## src/rtl/audio_pkg.sv

```systemverilog
// ---------------------------------------------------------------------------
// audio_pkg
//   Shared definitions for the audio sample RAM read path.
//   - ADDR_W_DEF       : default byte address width of the audio RAM
//   - RAM_DEPTH        : number of bytes in the audio RAM
//   - SAMPLE_W         : width of one PCM sample (little-endian byte pair)
//   - BYTES_PER_SAMPLE : bytes that must be available before a fetch starts
//   - AVAIL_W_EXTRA    : extra bits added to ADDR_W when computing avail;
//                        zero because avail is a modular difference that
//                        lives entirely in ADDR_W bits
//   - state_t          : fetch FSM states
// ---------------------------------------------------------------------------
package audio_pkg;

  localparam int ADDR_W_DEF       = 14;
  localparam int RAM_DEPTH        = 1 << ADDR_W_DEF;
  localparam int SAMPLE_W         = 16;
  localparam int BYTES_PER_SAMPLE = 2;
  localparam int AVAIL_W_EXTRA    = 0;

  typedef enum logic [1:0] {
    IDLE = 2'd0,
    LO   = 2'd1,
    HI   = 2'd2,
    CAP  = 2'd3
  } state_t;

endpackage

```

## src/rtl/sample_fifo.sv

```systemverilog
// ---------------------------------------------------------------------------
// sample_fifo
//   Synchronous show-ahead FIFO. The head entry is visible on head_data
//   whenever the FIFO is non-empty (zero when empty), so a pop simply
//   advances to the next entry.
//
//   Ports:
//     clk        in   clock
//     reset      in   synchronous active-high reset
//     push       in   write push_data (ignored when full)
//     push_data  in   WIDTH-bit entry to store
//     pop        in   discard head entry (ignored when empty)
//     flush      in   discard all entries
//     head_data  out  current head entry
//     count      out  number of stored entries
//     full       out  count == DEPTH
//     empty      out  count == 0
// ---------------------------------------------------------------------------
module sample_fifo #(
  parameter int WIDTH = 16,
  parameter int DEPTH = 4
) (
  input  logic                     clk,
  input  logic                     reset,
  input  logic                     push,
  input  logic [WIDTH-1:0]         push_data,
  input  logic                     pop,
  input  logic                     flush,
  output logic [WIDTH-1:0]         head_data,
  output logic [$clog2(DEPTH):0]   count,
  output logic                     full,
  output logic                     empty
);

  localparam int IW = $clog2(DEPTH);
  localparam logic [IW:0] DEPTH_L = DEPTH[IW:0];

  logic [WIDTH-1:0] mem [DEPTH];
  logic [IW-1:0]    wr_idx;
  logic [IW-1:0]    rd_idx;
  logic [IW:0]      count_q;
  logic             push_en;
  logic             pop_en;

  assign full    = (count_q == DEPTH_L);
  assign empty   = (count_q == '0);
  assign count   = count_q;
  assign push_en = push && !full && !flush;
  assign pop_en  = pop && !empty && !flush;

  // Show-ahead head; forced to zero when empty so the stream data output
  // never shows stale storage contents.
  assign head_data = empty ? '0 : mem[rd_idx];

  // Sample storage has no reset; only entries below count are ever visible.
  always_ff @(posedge clk) begin
    if (push_en) begin
      mem[wr_idx] <= push_data;
    end
  end

  // Index and occupancy bookkeeping. DEPTH is a power of two, so the
  // indices wrap naturally.
  always_ff @(posedge clk) begin
    if (reset || flush) begin
      wr_idx  <= '0;
      rd_idx  <= '0;
      count_q <= '0;
    end else begin
      if (push_en) begin
        wr_idx <= wr_idx + 1'b1;
      end
      if (pop_en) begin
        rd_idx <= rd_idx + 1'b1;
      end
      case ({push_en, pop_en})
        2'b10:   count_q <= count_q + 1'b1;
        2'b01:   count_q <= count_q - 1'b1;
        default: count_q <= count_q;
      endcase
    end
  end

endmodule

```

## src/rtl/audio_ram_reader.sv

```systemverilog
// ---------------------------------------------------------------------------
// audio_ram_reader
//   Streaming read master for port 2 of the dual-port audio sample RAM.
//   Fetches little-endian 16-bit samples from behind the producer's write
//   pointer, buffers them in a show-ahead FIFO and presents them as a
//   valid/ready stream.
//
//   Ports:
//     clk           in   clock shared with the RAM
//     reset         in   synchronous active-high reset
//     enable        in   playback enable
//     ptr_clr       in   zero rd_ptr and flush the FIFO (IDLE only)
//     wr_ptr        in   producer's next-write byte address
//     rd_ptr        out  next byte to fetch
//     address2      out  RAM port-2 address
//     chipselect2   out  RAM port-2 select
//     clken2        out  RAM port-2 clock enable (constant 1)
//     write2        out  RAM port-2 write (constant 0)
//     writedata2    out  RAM port-2 write data (constant 0)
//     readdata2     in   RAM port-2 read data, one cycle after address
//     sample_data   out  FIFO head sample
//     sample_valid  out  FIFO non-empty
//     sample_ready  in   sink accepts the head sample
//     underrun      out  sticky starvation flag
//     underrun_clr  in   clears underrun (a same-cycle set wins)
// ---------------------------------------------------------------------------
module audio_ram_reader
  import audio_pkg::*;
#(
  parameter int ADDR_W     = ADDR_W_DEF,
  parameter int FIFO_DEPTH = 4
) (
  input  logic                clk,
  input  logic                reset,
  input  logic                enable,
  input  logic                ptr_clr,
  input  logic [ADDR_W-1:0]   wr_ptr,
  output logic [ADDR_W-1:0]   rd_ptr,
  output logic [ADDR_W-1:0]   address2,
  output logic                chipselect2,
  output logic                clken2,
  output logic                write2,
  output logic [7:0]          writedata2,
  input  logic [7:0]          readdata2,
  output logic [SAMPLE_W-1:0] sample_data,
  output logic                sample_valid,
  input  logic                sample_ready,
  output logic                underrun,
  input  logic                underrun_clr
);

  localparam int CW = $clog2(FIFO_DEPTH);
  localparam logic [CW:0] FIFO_DEPTH_L = FIFO_DEPTH[CW:0];
  localparam int AVAIL_W = ADDR_W + AVAIL_W_EXTRA;
  localparam logic [AVAIL_W-1:0] MIN_AVAIL = AVAIL_W'(BYTES_PER_SAMPLE);
  localparam logic [ADDR_W-1:0] PTR_STEP = ADDR_W'(BYTES_PER_SAMPLE);

  state_t              state;
  state_t              state_next;
  logic [AVAIL_W-1:0]  avail;
  logic                start_fetch;
  logic                fifo_flush;
  logic                fifo_push;
  logic                fifo_pop;
  logic                fifo_full;
  logic                fifo_empty;
  logic [CW:0]         fifo_count;
  logic [7:0]          lo_byte;
  logic [ADDR_W-1:0]   addr_hold;
  logic                underrun_set;

  // Read port never writes and is always clocked.
  assign clken2     = 1'b1;
  assign write2     = 1'b0;
  assign writedata2 = 8'h00;

  // Bytes the producer has published beyond our read pointer. The modular
  // subtraction handles wrap-around; an odd count is effectively floored by
  // the ">= 2" test, so a half sample is never fetched.
  assign avail = wr_ptr - rd_ptr;

  // Only one fetch is ever in flight and none is in flight while IDLE, so
  // the FIFO occupancy alone decides whether another sample fits.
  assign start_fetch = enable && (avail >= MIN_AVAIL) && (fifo_count < FIFO_DEPTH_L)
                       && !fifo_full && !ptr_clr;

  // Playback stop or pointer clear discards buffered samples, but only once
  // the FSM has returned to IDLE so an in-progress fetch still completes.
  assign fifo_flush = (state == IDLE) && (!enable || ptr_clr);
  assign fifo_push  = (state == CAP);
  assign fifo_pop   = sample_valid && sample_ready;

  // FSM state register.
  always_ff @(posedge clk) begin
    if (reset) begin
      state <= IDLE;
    end else begin
      state <= state_next;
    end
  end

  // Next state and RAM port drive. The address is presented in LO and HI;
  // otherwise it holds its previous value with the select low.
  always_comb begin
    state_next  = state;
    chipselect2 = 1'b0;
    address2    = addr_hold;
    case (state)
      IDLE: begin
        if (start_fetch) begin
          state_next = LO;
        end
      end
      LO: begin
        chipselect2 = 1'b1;
        address2    = rd_ptr;
        state_next  = HI;
      end
      HI: begin
        chipselect2 = 1'b1;
        address2    = rd_ptr + ADDR_W'(1);
        state_next  = CAP;
      end
      CAP: begin
        state_next = IDLE;
      end
      default: begin
        state_next = IDLE;
      end
    endcase
  end

  // Remembers the last presented address so it can be held while idle.
  always_ff @(posedge clk) begin
    if (reset) begin
      addr_hold <= '0;
    end else begin
      addr_hold <= address2;
    end
  end

  // Low byte arrives during HI (data for the LO address); the high byte is
  // taken straight off readdata2 in CAP when the sample is pushed.
  always_ff @(posedge clk) begin
    if (reset) begin
      lo_byte <= 8'h00;
    end else if (state == HI) begin
      lo_byte <= readdata2;
    end
  end

  // Consumer pointer: cleared on request while idle, advanced by one sample
  // when the fetch completes.
  always_ff @(posedge clk) begin
    if (reset) begin
      rd_ptr <= '0;
    end else if ((state == IDLE) && ptr_clr) begin
      rd_ptr <= '0;
    end else if (state == CAP) begin
      rd_ptr <= rd_ptr + PTR_STEP;
    end
  end

  // Sticky starvation flag; a new starvation event beats a clear request.
  assign underrun_set = enable && sample_ready && !sample_valid;

  always_ff @(posedge clk) begin
    if (reset) begin
      underrun <= 1'b0;
    end else if (underrun_set) begin
      underrun <= 1'b1;
    end else if (underrun_clr) begin
      underrun <= 1'b0;
    end
  end

  sample_fifo #(
    .WIDTH (SAMPLE_W),
    .DEPTH (FIFO_DEPTH)
  ) u_fifo (
    .clk       (clk),
    .reset     (reset),
    .push      (fifo_push),
    .push_data ({readdata2, lo_byte}),
    .pop       (fifo_pop),
    .flush     (fifo_flush),
    .head_data (sample_data),
    .count     (fifo_count),
    .full      (fifo_full),
    .empty     (fifo_empty)
  );

  assign sample_valid = !fifo_empty;

endmodule

```

## config.mk

```make
export PLATFORM = sky130hd
export DESIGN_NAME = audio_ram_reader
export DESIGN_NICKNAME = d
export VERILOG_FILES = /design/src/rtl/audio_pkg.sv /design/src/rtl/sample_fifo.sv /design/src/rtl/audio_ram_reader.sv
export SDC_FILE = /design/constraint.sdc
export NUM_CORES = 1
export LEC_CHECK = 0
export ABC_AREA = 1
export ABC_CLOCK_PERIOD_IN_PS = 2200
export BUFFER_PORTS_ARGS = -buffer_cell sky130_fd_sc_hd__buf_4
export CAP_MARGIN = 20
export CELL_PAD_IN_SITES_DETAIL_PLACEMENT = 0
export CELL_PAD_IN_SITES_GLOBAL_PLACEMENT = 2
export CORE_ASPECT_RATIO = 1.2
export CORE_MARGIN = 5
export CORE_UTILIZATION = 30
export DETAILED_ROUTE_END_ITERATION = 7
export GPL_TIMING_DRIVEN = 0
export PLACE_DENSITY = 0.76
export SKIP_LAST_GASP = 1
export SYNTH_ARGS = -nofsm -noshare
export SYNTH_HDL_FRONTEND = slang
export SYNTH_SLANG_ARGS = --single-unit
```

## constraint.sdc

```tcl
create_clock -name clk -period 2.2 [get_ports clk]
set_input_delay 0 -clock clk [delete_from_list [all_inputs] [get_ports clk]]
set_output_delay 0 -clock clk [all_outputs]
set_load 0.01 [all_outputs]
```

**Word level (Yosys, flattened, before mapping)**

Memory sizes are Yosys's and may differ from the RTL's. A register that Yosys moved wholly into a read port is not among the register bits.
Cells that the tools add are included.

- Output and inout bits: 57
- Memories: 1
- Input bits: 28
- Flip-flop bits (word level): 46
- RAM bits: 64

Memory list:

| name | words | width | rd ports | clocked after memory_dff | write ports | RTL line | RTL |
|---|---|---|---|---|---|---|---|
| u_fifo.mem | 4 | 16 | 1 | 1 | 1 | sample_fifo.sv:38 | `logic [WIDTH-1:0] mem [DEPTH];` |

- Muxes and demuxes: 12
- Add/subtract/negate cells: 7
- Reductions and logical operators: 26
- Magnitude comparators: 2
- Eq/ne operators: 7

Operators with widths:

| kind | number |
|---|---|
| case mux 14 bit (2 select lines) | 1 |
| 2-to-1 mux 16 bit | 1 |
| adder 14 x 1 -> 14 bit, second input constant | 1 |
| adder 14 x 2 -> 14 bit, second input constant | 1 |
| greater-or-equal comparator 14 x 2 -> 1 bit, second input constant | 1 |
| subtractor 14 bit | 1 |
| logical AND 1 bit | 13 |
| case mux 2 bit (4 select lines) | 1 |
| == test 2 bit, second input constant | 3 |
| 2-to-1 mux 2 bit | 3 |
| case mux 3 bit (2 select lines) | 1 |
| logical NOT 1 bit | 5 |
| 2-to-1 mux 1 bit | 5 |
| adder 2 x 1 -> 2 bit, second input constant | 2 |
| == test 2 x 1 -> 1 bit, second input constant | 2 |
| nonzero test 2 bit | 2 |
| OR reduction 2 bit | 2 |
| adder 3 x 1 -> 3 bit, second input constant | 1 |
| == test 3 bit, second input constant | 1 |
| logical NOT 3 bit | 1 |
| < comparator 3 bit, second input constant | 1 |
| subtractor 3 x 1 -> 3 bit, second input constant | 1 |
| logical NOT 2 bit | 1 |
| logical OR 1 bit | 2 |
| != test 2 bit, second input constant | 1 |

**Depth between registers and ports, before layout**

- Depth after elaboration: 8
- Gate-level depth with buffers: 18
- Mapped depth without buffers: 18

**Hierarchy**

From an unflattened synthesis, not the netlist that was laid out.

- Cell total of the unflattened synthesis: 676
- Area, all modules: 5,604.1 um^2

By module, submodules not included:

| module | cells an instance | instances | area an instance (um^2) |
|---|---|---|---|
| sample_fifo | 265 | 1 | 3,029.2 |
| audio_ram_reader | 411 | 1 | 2,575.0 |

**Least setup slack after synthesis**

Ideal clock, no wire load.

- Path kind: register -> register
- Start: register state[0]
- End: register u_fifo.count_q[2] (netlist: u_fifo.count[2])
- Clock period less this slack: 2,183 ps
- Library setup time: 58 ps
- Cell stages (with the launch flop): 14
- Arrival time: 2,126 ps
- Slack: 17 ps
- Path through: dfxtp_1 > inv_1 > ha_1 > inv_1 > a21oi_1 > inv_1 > o311ai_2 > ha_1 > inv_1 > fa_1 > a21oi_1 > o21ai_0 > a21oi_1 > o21a_1

- Cells in the longest elaborated chain, start to end: 6
- Elaborated cells between the ends (all ways): 12
- Those cells by class: 3 x eq/ne; 1 x mux; 8 x reduce/logical

Ends and longest elaborated chain:

| element | RTL line | RTL |
|---|---|---|
| start, declared | audio_ram_reader.sv:58 | `state_t state;` |
| start signal, assigned | audio_ram_reader.sv:98 | `state <= state_next;` |
| logical NOT 2 bit | audio_ram_reader.sv:89 | `assign fifo_flush = (state == IDLE) && (!enable \|\| ptr_clr);` |
| logical AND 1 bit | audio_ram_reader.sv:89 |  |
| logical NOT 1 bit | sample_fifo.sv:48, sample_fifo.sv:49 |  |
| logical AND 1 bit (on tied branches) | sample_fifo.sv:49, sample_fifo.sv:48 |  |
| == test 2 x 1 -> 1 bit / == test 2 bit (equally long branches) | sample_fifo.sv:76 | `case ({push_en, pop_en})` |
| case mux 3 bit (2 select lines) / nonzero test 2 bit (equally long branches) | -- |  |
| end signal, assigned | sample_fifo.sv:77 | `2'b10: count_q <= count_q + 1'b1;` |
| end signal, assigned | sample_fifo.sv:78 | `2'b01: count_q <= count_q - 1'b1;` |
| end signal, assigned | sample_fifo.sv:79 | `default: count_q <= count_q;` |
| end, declared | sample_fifo.sv:41 | `logic [IW:0] count_q;` |

Several ways; a longest one is shown, not always the timed one.
A chain may end at the register's enable or synchronous reset.

**Worst setup path in the final report**

- Start: register state[0]
- End: register u_fifo.count_q[2] (netlist: u_fifo.count[2])

- Cells in the longest elaborated chain, start to end: 6
- Elaborated cells between the ends (all ways): 12
- Those cells by class: 3 x eq/ne; 1 x mux; 8 x reduce/logical

Ends and longest elaborated chain:

| element | RTL line | RTL |
|---|---|---|
| logical NOT 2 bit (*) | audio_ram_reader.sv:89 |  |
| logical AND 1 bit (*) | audio_ram_reader.sv:89 |  |
| logical NOT 1 bit (*) | sample_fifo.sv:49 | `assign pop_en = pop && !empty && !flush;` |
| logical AND 1 bit (*) | sample_fifo.sv:49 |  |
| via u_fifo.pop_en | sample_fifo.sv:43 | `logic pop_en;` |
| == test 2 x 1 -> 1 bit / == test 2 bit (equally long branches) | sample_fifo.sv:76 |  |
| case mux 3 bit (2 select lines) / nonzero test 2 bit (equally long branches) | -- |  |

The timed path passes the listed nets; every way through them passes the cells marked *.

==> results.cfg <==
[run_status]
status = finished clean

[route]
drt_iter0_drc = 247
via_count = 4532
drc = 0
routedWlPerCell_microns = 14.9
drt-total-wl_microns = 14700
viasPerCell = 4.59
firstDrtPassIters = 4
drtAntennaViolNets = 0

[sta]
setup_ws_ps = 70.4
timing.fmax_ghz = 0.470
timing.hold.ws_ps = 109
slew_headroom_pct = 55.9
setup_violations = 0
fin_crit_sh_pct = 96.8
period_minus_slack_ps = 2130
rsz0062_at_grt = yes
fin_worst_skew_ps = 8.63
hold_viol_final = 0
drv_slew = 0
worst_pin_slew_ps = 654

[final_layout]
area_growth_pct = 29.3
final_nets = 811
stdcell_count = 987
final_cell_area_sq_um = 7080
drive_gt1_share_pct = 25.2
final_util_pct = 39.1
n_antenna_cell = 0

[placed_design]
post_dp_cell_area_sq_um = 6380
portBuffers = 71
gp_congestion = 0.826
dp_hpwl_microns = 11200
dp_cells = 953
pre_cts_slack_ps = -301

[power]
peakVddDrop_v = 0.000335
p_leak_nw = 2.96
powerDensity_nw_per_um2 = 732

[setup_path]
critical_path_class = reg -> reg
r2r.worst_path.cells = 14
cp_slowest_stage_delay_ps = 380
cp-start-kind = flop
crit_chain = inv_4 -> ha_4 -> inv_1 -> a21oi_2 -> inv_2 -> nand3_4 -> inv_1 -> ha_2 -> inv_2 -> fa_2 -> a21oi_2 -> o21ai_2 -> a21oi_2 -> o21a_1
crit_path_top_delay_cell = dfxtp_4
cp_max_fo = 4
crit_path_frequent_cell = a21oi_2
cp-end-kind = flop
worstPathArrival_ps = 2420
cp.required_ps = 2490

[grt]
grt_max_degree = 21
grt_overflow = 0
grt_usage_pct = 14.1
grt_pass1_wl_microns = 23300
grt_pass1_vias = 4619
antenna_found_initial = 0

[clock_network]
clock-sinks = 111
cts_tree = done
cts_buffers = 9
worstSkewPairLatency_ps = 350
clkTransAtPathRegs_ps = 80
cts_root_buf = clkbuf_16
cts_buffer_depth = 2
htree_num_levels = 3

[logic_synthesis]
yosysTopAreaCellShare_pct = 35.1
yosys_warnings = 0
ys_seq_area_share_pct = 52.3
syn_area_per_cell_sq_um = 8.49
ys_ff_latch = 111
netlist_area_sq_um = 5480
synth.distinct_cells = 33
synth_top_area_cell = edfxtp_1
synthCells = 645
synthTopCellsByArea = edfxtp_1, dfxtp_1, nand2_1

[die]
core_sq_um = 18100
die_x_microns = 133
rows = 54
num_io_pins = 85
die_h_microns = 158
initial_core_util_pct = 30.2
die_area_sq_um = 21100

[run]
cap_violations = 0

[hold_path]
min_delay_path_depth = 2
hold_path_class = in -> reg
==> area by class of cell <==
cell class	count	area (sq um)
clock inverters	7	66.3
inverters	72	273
clock buffers	9	225
well taps	224	280
multi-input cells	439	2430
fillers	1853	11000
flip-flops and latches	111	2890
repair buffers	95	757
plain buffers	30	163
==> stage by stage <==
| stage | power (mW) | setup TNS [ps] |
|---|---|---|
| after global placement | 3.46 | -43390 |
| after floorplan | 3.13 | 0 |
| after detailed placement | 3.50 | -4580 |
| after CTS | 5.17 | -86.8 |
| final | 5.19 | 0 |
| after global routing | 5.50 | -166 |
==> layer usage <==
metal	track usage (%)	vias up	wire, microns
met5	0	-	0
met4	4.80	0	181
met3	2.77	12	631
met2	26.6	87	7720
met1	15.9	2112	6130
li1	-	2321	-
==> logic make-up (layout without fill, tap and decap cells) <==
family | Yosys count | count (layout) | synth area share [%]
adders and majority gates | 25 | 25 | 5.99
DFF | 111 | 111 | 52.3
xor gates and xnor gates | 2 | 2 | 0.320
AOI/OAI and AO/OA | 103 | 103 | 10.0
and+or+nand+nor | 298 | 298 | 23.3
buffers and inverters | 104 | 213 | 7.97
other | 2 | 11 | 0.137
==> path summary, 6_finish.rpt <==
| kind | from | endpoint | slack [ps] |
|---|---|---|---|
| max | state[0]$_SDFFE_PP0P_ | u_fifo.count[2]$_SDFFE_PP0P_ | 70 |
| min reg2reg | addr_hold[4]$_SDFF_PP0_ | addr_hold[4]$_SDFF_PP0_ | 470 |
| min | reset | addr_hold[13]$_SDFF_PP0_ | 110 |
| max reg2reg | state[0]$_SDFFE_PP0P_ | u_fifo.count[2]$_SDFFE_PP0P_ | 70 |
==> layout by cell type, fill, tap and decap left out, types with 8 or more instances in the layout <==
master / instances
nor3_1: 8
nand3_1: 30
nand2_2: 9
conb_1: 11
dfxtp_2: 9
o21ai_0: 43
clkbuf_1: 14
ha_1: 12
a21oi_1: 45
clkbuf_16: 9
ha_4: 9
nand2_1: 109
dlygate4sd3_1: 10
buf_4: 93
nor2_1: 106
dfxtp_1: 34
nor2_2: 10
inv_1: 64
edfxtp_1: 64
==> power breakdown <==
group          total (mW)  switching, mW  internal, mW  leakage, nW
clock network        1.57          0.780         0.792        0.141
logic                1.17          0.720         0.447         1.85
registers            2.45         0.0898          2.36        0.971
total                5.19           1.59          3.60         2.96
==> state kept, by name, summed over array words and instances, names as in the netlist, named ones only <==
signal / cells
state: 2
lo_byte: 8
addr_hold: 14
underrun: 1
u_fifo.rd_idx: 2
u_fifo.mem: 64
rd_ptr: 13
u_fifo.wr_idx: 2
u_fifo.count: 3
==> synthesized netlist by cell type (all sizes together) <==
cell type  instances
clkbuf            19
o21ai             44
o311ai             1
nand4              2
xor2               2
o21a               2
nand3             37
dfxtp             47
buf               13
nand2            119
o21bai             1
nor3               9
a211oi             2
fa                 2
or2                5
conb               2
a21oi             51
nand3b             2
edfxtp            64
nor3b              5
inv               72
a31oi              2
nor4               2
ha                23
nor2             117
==> repair_timing <==
item | in CTS | in global routing
setup endpoints to repair | 58 | 48
pin swaps | 7 | 14
hold buffers | 10 | 0
hold endpoints to repair | 41 | 0
buffers inserted | 6 | 4
resized for setup | 25 | 45
==> worst max-delay path, delay by kind of cell, from the launching register on <==
kind | cells | cell delay [ps]
adders and majority gates | 3 | 710
AOI/OAI and AO/OA | 5 | 520
DFF | 1 | 380
buffers and inverters | 5 | 370
and+or+nand+nor | 1 | 90
Power figures use the tool's default switching activity.
